### src/rtl/hex_display_pkg.sv
// Shared definitions for the hex 7-segment display driver: segment bit
// positions and the active-high hex-to-segment table.
package hex_display_pkg;

  typedef logic [6:0] seg_t;

  localparam int unsigned SEG_A = 0;
  localparam int unsigned SEG_B = 1;
  localparam int unsigned SEG_C = 2;
  localparam int unsigned SEG_D = 3;
  localparam int unsigned SEG_E = 4;
  localparam int unsigned SEG_F = 5;
  localparam int unsigned SEG_G = 6;

  // Glyphs use lowercase b and d so they stay distinct from 8 and 0.
  localparam seg_t HEX_SEG [16] = '{
    7'h3F, 7'h06, 7'h5B, 7'h4F,
    7'h66, 7'h6D, 7'h7D, 7'h07,
    7'h7F, 7'h6F, 7'h77, 7'h7C,
    7'h39, 7'h5E, 7'h79, 7'h71
  };

  function automatic seg_t hex_to_seg(input logic [3:0] nibble);
    return HEX_SEG[nibble];
  endfunction

endpackage

### src/rtl/hex_seg_decode.sv
// Combinational nibble to 7-segment lookup, active-high (bit0 = a .. bit6 = g).
module hex_seg_decode
  import hex_display_pkg::*;
(
  input  logic [3:0] nibble,
  output logic [6:0] seg
);

  always_comb begin
    seg = hex_to_seg(nibble);
  end

endmodule

### src/rtl/hex_display_mux.sv
// Time-multiplexed hex display driver: shadowed value, slot prescaler, digit
// scan, leading-zero masking, anti-ghost blank window and registered outputs.
module hex_display_mux
  import hex_display_pkg::*;
#(
  parameter int DIGITS         = 4,
  parameter int REFRESH_DIV    = 50000,
  parameter int BLANK_CYCLES   = 2,
  parameter int LZ_SUPPRESS    = 0,
  parameter int SEG_ACTIVE_LOW = 1,
  parameter int AN_ACTIVE_LOW  = 1
) (
  input  logic                  clk,
  input  logic                  rst,
  input  logic [4*DIGITS-1:0]   value,
  input  logic [DIGITS-1:0]     dp_in,
  input  logic                  load,
  input  logic                  blank_in,
  output logic [6:0]            seg,
  output logic                  dp,
  output logic [DIGITS-1:0]     an
);

  localparam int CW = $clog2(REFRESH_DIV);
  localparam int IW = (DIGITS > 1) ? $clog2(DIGITS) : 1;

  localparam logic [CW-1:0] CNT_MAX = CW'(REFRESH_DIV - 1);
  localparam logic [IW-1:0] IDX_MAX = IW'(DIGITS - 1);
  localparam logic          SEG_INV = (SEG_ACTIVE_LOW != 0);
  localparam logic          AN_INV  = (AN_ACTIVE_LOW != 0);

  logic [4*DIGITS-1:0] shadow;
  logic [DIGITS-1:0]   dp_shadow;
  logic [CW-1:0]       cnt;
  logic [IW-1:0]       idx;

  logic [3:0]          nibs [DIGITS];
  logic                dps  [DIGITS];
  logic                lzs  [DIGITS];
  logic [DIGITS:0]     zero_from;
  logic [DIGITS-1:0]   an_sel;

  logic                in_window;
  logic                lit;
  logic [3:0]          cur_nib;
  seg_t                cur_seg;

  always_ff @(posedge clk or posedge rst) begin
    if (rst) begin
      shadow    <= '0;
      dp_shadow <= '0;
    end else if (load) begin
      shadow    <= value;
      dp_shadow <= dp_in;
    end
  end

  always_ff @(posedge clk or posedge rst) begin
    if (rst) begin
      cnt <= '0;
      idx <= '0;
    end else if (cnt == CNT_MAX) begin
      cnt <= '0;
      idx <= (idx == IDX_MAX) ? '0 : idx + 1'b1;
    end else begin
      cnt <= cnt + 1'b1;
    end
  end

  // zero_from[i] is set when nibbles i..DIGITS-1 are all zero.
  assign zero_from[DIGITS] = 1'b1;

  for (genvar i = 0; i < DIGITS; i++) begin : g_digit
    assign nibs[i]      = shadow[4*i +: 4];
    assign dps[i]       = dp_shadow[i];
    assign zero_from[i] = zero_from[i+1] & (shadow[4*i +: 4] == 4'h0);
    assign lzs[i]       = (LZ_SUPPRESS != 0) && (i > 0) && zero_from[i];
    assign an_sel[i]    = (idx == IW'(i));
  end

  if (BLANK_CYCLES == 0) begin : g_no_blank
    assign in_window = 1'b1;
  end else begin : g_blank
    assign in_window = (cnt >= CW'(BLANK_CYCLES));
  end

  assign lit     = in_window & ~blank_in;
  assign cur_nib = nibs[idx];

  hex_seg_decode u_dec (
    .nibble (cur_nib),
    .seg    (cur_seg)
  );

  always_ff @(posedge clk or posedge rst) begin
    if (rst) begin
      an  <= {DIGITS{AN_INV}};
      seg <= {7{SEG_INV}};
      dp  <= SEG_INV;
    end else begin
      an  <= (lit ? an_sel : '0) ^ {DIGITS{AN_INV}};
      seg <= ((lit && !lzs[idx]) ? cur_seg : 7'h00) ^ {7{SEG_INV}};
      dp  <= (lit & dps[idx]) ^ SEG_INV;
    end
  end

endmodule

### config.mk
export PLATFORM = sky130hd
export DESIGN_NAME = hex_display_mux
export DESIGN_NICKNAME = d
export VERILOG_FILES = /design/src/rtl/hex_display_pkg.sv /design/src/rtl/hex_seg_decode.sv /design/src/rtl/hex_display_mux.sv
export SDC_FILE = /design/constraint.sdc
export NUM_CORES = 1
export LEC_CHECK = 0
export CAP_MARGIN = 20
export CORE_UTILIZATION = 42
export DETAILED_ROUTE_END_ITERATION = 10
export PLACE_DENSITY = 0.73
export RECOVER_POWER = 50
export SLEW_MARGIN = 0
export SYNTH_ARGS = -nofsm -noshare
export SYNTH_HDL_FRONTEND = slang
export SYNTH_SLANG_ARGS = --single-unit
### constraint.sdc
create_clock -name clk -period 1.82 [get_ports clk]
set_input_delay 0.364 -clock clk [delete_from_list [all_inputs] [get_ports clk]]
set_output_delay 0.364 -clock clk [all_outputs]
set_load 0.02 [all_outputs]
==> results of run 1 <==
==> kinds of logic after synthesis <==
kind of cell | Yosys count | share of synthesized area (%)
AO/OA/AOI/OAI | 17 | 4.86
XOR/XNOR | 16 | 5.73
adder cells (fa/ha/maj) | 12 | 6.13
buffers and inverters | 13 | 2.56
flip-flops | 50 | 51.7
multiplexers | 33 | 17.9
AND/OR/NAND/NOR | 52 | 11.1
==> routing by layer <==
| metal | wire length [um] | vias to the layer above | GRT usage [%] | part of all wire (%) |
|---|---|---|---|---|
| li1 | - | 809 | - | - |
| met1 | 2290 | 795 | 24.0 | 48 |
| met2 | 2210 | 34 | 24.8 | 47 |
| met4 | 79 | 0 | 6.67 | 1.7 |
| met5 | 0 | - | 0 | 0 |
| met3 | 144 | 7 | 3.95 | 3.0 |
==> through the flow <==
step | total power, mW | hold slack [ns] | std cells
finish | 2.29 | 0.485 | 326
global route | 2.41 | 0.511 | 326
CTS | 2.29 | 0.410 | 326
detailed placement | 1.62 | 0.479 | 316
global placement | 1.62 | 0.462 | 316
floorplan | 1.45 | 0.442 | 193
==> layout make-up <==
| cell class | instances | area share [%] |
|---|---|---|
| clock buffers | 7 | 2.66 |
| flip-flops and latches | 50 | 39.0 |
| clock inverters | 1 | 0.154 |
| multi-input cells | 130 | 37.6 |
| inverters | 7 | 0.963 |
| well taps | 72 | 2.77 |
| repair buffers | 59 | 16.9 |
==> sequential cells by signal, indices dropped and copies added, names as in the netlist <==
name and flops:
an 4, shadow 16, dp 1, cnt 16
dp_shadow 4, seg 7, idx 2
==> cells in the final DEF (no fill, tap or decap), types with 2 or more instances in the layout <==
cell type        count
nand3_1              6
and3_1               4
o21ai_1              4
clkdlybuf4s50_1     32
clkbuf_8             6
xor2_1              12
dlymetal6s2s_1       3
dfrtp_1             37
a221o_1              3
o211ai_1             2
ha_1                 7
inv_1                3
inv_4                2
nand4_1              2
mux2i_1              4
buf_4               22
a21oi_1              2
nor3_1               3
and2_1               2
mux2_2              21
dfstp_2             12
nor2_1              13
ha_4                 4
mux4_2               6
xnor2_1              4
mux2_4               2
o31ai_1              2
nand2_1             10
or4_1                2
==> path summary, 6_finish.rpt <==
path	endpoint	start	slack, ns
worst min register to register	cnt[0]	cnt[0]	0.48
min in group asynchronous	shadow[14]	rst	0.75
max in group asynchronous	idx[0]	rst	0.28
worst max register to register	seg[6]	idx[0]	-0.01
worst min-delay path	cnt[0]	cnt[0]	0.48
worst max-delay path	seg[6]	idx[0]	-0.01
==> where the power goes <==
| group | internal [mW] | switching [mW] | leakage, nW | total, mW |
|---|---|---|---|---|
| sequential | 1.19 | 0.0383 | 0.596 | 1.23 |
| clock | 0.307 | 0.344 | 0.0482 | 0.651 |
| combinational | 0.226 | 0.183 | 0.746 | 0.409 |
==> repair_timing <==
item	in CTS	in global routing
pin swaps	2	5
endpoints found under the setup margin	9	12
buffers inserted	2	0
cloned	0	0
resized for setup	12	19
hold endpoints to repair	0	0
hold buffers	0	0
==> results.json, run 1 <==
{
  "wl_mm": 4.73,
  "place_hpwl_mm": 3.34,
  "slowest_stage": "mux4_2",
  "rsz0062_at_grt": "true",
  "yosysWarnings": 0,
  "synth_top_area_share_pct": 38.9,
  "hold_depth": 1,
  "insertion_delay_ns": 0.30,
  "path_buf_inv": 0,
  "cts_buffers": 5,
  "grt_pass1_wl_mm": 7.80,
  "drc": 0,
  "async_flop_share_pct": 100,
  "path_class": "flop to flop",
  "grt_max_degree": 51,
  "synth-main-ff-cell": "dfrtp_1",
  "viasPerCell": 5.05,
  "critPathTopFamily": "multiplexers",
  "slew_viol_final": 0,
  "syn_inst": 193,
  "hold_viol": 0,
  "setup_tns_ns": -0.0178,
  "seq_area_sq_mm": 0.00127,
  "layout.nets": 289,
  "placed_cell_area_sq_mm": 0.00304,
  "critPathMaxFanout": 5,
  "powerDensity_mw_per_mm2": 705,
  "synth.distinct_cells": 35,
  "ir_drop_v": 0.000377,
  "ys_ff_latch": 50,
  "cp-end-kind": "flop",
  "dp_slack_ns": -0.167,
  "hold_path.class": "flop to flop",
  "htree_levels": 2,
  "die-area_sq_mm": 0.00614,
  "die_w_um": 78.3,
  "coreArea_sq_mm": 0.00557,
  "clock_path_buffers": 2,
  "cts.clk_slew.worst_paths_ns": 0.09,
  "portBuffers": 35,
  "yosysMostFrequentCell": "dfrtp_1",
  "setup_slack_ns": -0.00987,
  "finish.instance_area_sq_mm": 0.00325,
  "worst-path-stages": 5,
  "synth_top_cell_by_area": "dfrtp_1",
  "start_util_pct": 43.9,
  "fmax_mhz": 546,
  "avgSynthCellArea_sq_um": 12.7,
  "cap_violations": 0,
  "synth-edff-count": 0,
  "ant_nets": 0,
  "fillers": 466,
  "drt_pre_antenna_iters": 4,
  "fin_skew_ns": 0.00536,
  "crit_arrival_ns": 2.05,
  "p_leak_nw": 1.39,
  "fp.dieH_um": 78.3,
  "multi_input_area_sq_mm": 0.00122,
  "grt_pass1_vias": 1603,
  "place_congestion": 0.893,
  "r2r_cells": 5,
  "cts_sinks": 50,
  "num_rows": 27,
  "seq_area_frac_synth_pct": 51.7,
  "violations": "negative setup slack",
  "wl_per_cell_um": 14.5,
  "post-route-util_pct": 58.3,
  "first_iter_violations": 127,
  "finalSetupViolations": 2,
  "syn2layout_area_growth_pct": 32.8,
  "diodes": 0,
  "grt_util_all_layers_pct": 16.9,
  "relSlewSlack_pct": 20.6,
  "cp.required_ns": 2.04,
  "cts_tree": "built",
  "period_minus_slack_ns": 1.83,
  "layout-drive-gt1-share_pct": 36.6,
  "tightest_slew_ns": 1.19,
  "status": "finished with violations",
  "pin_count": 36,
  "path_cells": "mux4_2, ha_4, nand2_2, o21ai_1, a221o_1",
  "max_stage_delay_ns": 0.63,
  "antenna_found_initial": 0,
  "overflow": 0,
  "synth.net_count": 229,
  "ys_top_cells_by_area": "dfrtp_1, dfstp_2, mux2_2, ha_1, mux4_2",
  "critPathLaunchType": "flop",
  "period_share_pct": 101,
  "syn_area_sq_mm": 0.00245,
  "netlist_top_cells_count": "dfrtp_1, mux2_2, nor2_1",
  "cts_root_buf": "clkbuf_8",
  "vias": 1645
}
(Power assumes the default switching activity.)
==> inputs of run 2 (changes only) <==
--- a/config.mk
+++ b/config.mk
@@ -8,6 +8,7 @@
 export CAP_MARGIN = 20
 export CORE_UTILIZATION = 42
 export DETAILED_ROUTE_END_ITERATION = 10
+export MAX_ROUTING_LAYER = met4
 export PLACE_DENSITY = 0.73
 export RECOVER_POWER = 50
 export SLEW_MARGIN = 0
==> results.json, run 2 (synthesized netlist as in run 1, its figures left out) <==
{
  "seqPwrFrac_pct": 53.6,
  "htree_levels": 2,
  "mostFrequentLayoutCell": "dfrtp_1",
  "setup_slack_ns": -0.00835,
  "status": "finished with violations",
  "fp.dieH_um": 78.3,
  "setup_tns_ns": -0.0152,
  "rsz0062_at_grt": "true",
  "r2r_cells": 5,
  "drc": 0,
  "clock_path_buffers": 2,
  "tightest_slew_ns": 1.19,
  "clockPowerShare_pct": 28.6,
  "wl_per_cell_um": 14.6,
  "finish.instance_area_sq_mm": 0.00325,
  "p_switching_mw": 0.572,
  "fin_skew_ns": 0.00552,
  "cp.required_ns": 2.04,
  "viasPerCell": 5.10,
  "drt_pre_antenna_iters": 4,
  "diodes": 0,
  "path_class": "flop to flop",
  "insertion_delay_ns": 0.30,
  "violations": "negative setup slack",
  "coreArea_sq_mm": 0.00557,
  "die_w_um": 78.3,
  "internal-power_mw": 1.72,
  "slew_viol_final": 0,
  "combPwrFrac_pct": 17.8,
  "antenna_found_initial": 0,
  "wl_mm": 4.75,
  "slowest_stage": "mux4_2",
  "grt_max_degree": 51,
  "die-area_sq_mm": 0.00614,
  "critPathMaxFanout": 5,
  "fmax_mhz": 547,
  "finalSetupViolations": 2,
  "cts_sinks": 50,
  "place_hpwl_mm": 3.34,
  "overflow": 0,
  "swShare_pct": 24.9,
  "holdBufCountCts": 0,
  "period_minus_slack_ns": 1.83,
  "pin_count": 36,
  "top_regs": "cnt x16, shadow x16, seg x7",
  "max_stage_delay_ns": 0.63,
  "grt_pass1_wl_mm": 7.79,
  "ir_drop_v": 0.000381,
  "final_cell_mix": "dfrtp_1, clkdlybuf4s50_1, buf_4",
  "grt_util_all_layers_pct": 17.3,
  "layout.nets": 289,
  "num_rows": 27,
  "place_congestion": 0.908,
  "relSlewSlack_pct": 20.4,
  "cts.clk_slew.worst_paths_ns": 0.09,
  "cp-end-kind": "flop",
  "first_iter_violations": 107,
  "critPathLaunchType": "flop",
  "path_cells": "mux4_2, ha_4, nand2_2, o21ai_1, a221o_1",
  "p_leak_nw": 1.39,
  "crit_arrival_ns": 2.05,
  "cap_violations": 0,
  "powerDensity_mw_per_mm2": 707,
  "syn2layout_area_growth_pct": 32.8,
  "cts_root_buf": "clkbuf_8",
  "start_util_pct": 43.9,
  "hold_depth": 1,
  "portBuffers": 35,
  "cts_buffers": 5,
  "cts_tree": "built",
  "hold_viol": 0,
  "ant_nets": 0,
  "placed_cell_area_sq_mm": 0.00304,
  "hold_path.class": "flop to flop",
  "grt_pass1_vias": 1608,
  "period_share_pct": 100,
  "vias": 1663,
  "layout-drive-gt1-share_pct": 36.6
}
run 2: cell counts in the layout (fill, tap and decap cells not counted):
No cell type changed its count.
run 2: metal layers:
layer	track usage [%]	up-vias	wire (um)
li1	-	812	-
met3	3.95	9	149
met1	24.0	807	2300
met4	6.67	0	93
met5	-	-	0
met2	24.8	35	2200
run 2: per-stage QoR:
step           std cells  hold WS (ns)  util [%]  setup slack, ns  total power [mW]
2_1_floorplan        193         0.442         -           -0.130              1.45
3_3_place_gp         316         0.462      54.6           -0.111              1.62
3_5_place_dp         316         0.479      54.6           -0.167              1.62
6_report             326         0.485      58.3         -0.00835              2.30
5_1_grt              326         0.511      58.3          -0.0980              2.41
4_1_cts              326         0.410      57.2          0.00520              2.29
run 2: path summary, 6_finish.rpt:
check	start	to	slack, ns
worst min register to register	cnt[0]	cnt[0]	0.48
max in group asynchronous	rst	idx[0]	0.29
worst min-delay path	cnt[0]	cnt[0]	0.48
worst max register to register	idx[0]	seg[6]	-0.008
min in group asynchronous	rst	shadow[13]	0.74
worst max-delay path	idx[0]	seg[6]	-0.008
run 2: timing repair:
| action | in CTS | in global routing |
|---|---|---|
| pin swaps | 2 | 5 |
| setup buffers | 2 | 0 |
| setup endpoints to repair | 9 | 12 |
| resized for setup | 12 | 19 |
run 2: cell type report:
cell class              instances  area [sq um]
flip-flops and latches         50          1270
clock buffers                   7          86.3
clock inverters                 1          5.00
inverters                       7          31.3
well taps                      72          90.1
multi-input cells             130          1220
repair buffers                 59           548
fillers                       466          2320
run 2: critical path, delay by kind of cell, from the launching register on:
kind / cells / cell delay, ns
compound gates: 2 / 0.41
fa+ha+maj: 1 / 0.21
flops: 1 / 0.44
mux: 1 / 0.63
simple gates: 1 / 0.06
run 2: power by group through the flow:
stage	registers, mW	clock network [mW]	logic, mW
2_1_floorplan	1.27	0	0.183
4_1_cts	1.23	0.676	0.385
5_1_grt	1.24	0.727	0.444
3_3_place_gp	1.25	0	0.367
3_5_place_dp	1.25	0	0.373
6_report	1.23	0.658	0.409
==> inputs of run 3 (changes only) <==
--- a/config.mk
+++ b/config.mk
@@ -7,6 +7,7 @@
 export LEC_CHECK = 0
 export CAP_MARGIN = 20
 export CORE_UTILIZATION = 42
+export CTS_CLUSTER_SIZE = 16
 export DETAILED_ROUTE_END_ITERATION = 10
 export MAX_ROUTING_LAYER = met4
 export PLACE_DENSITY = 0.73
==> results of run 3 <==
Final layout, timing and power as in run 2 (identical DEF).
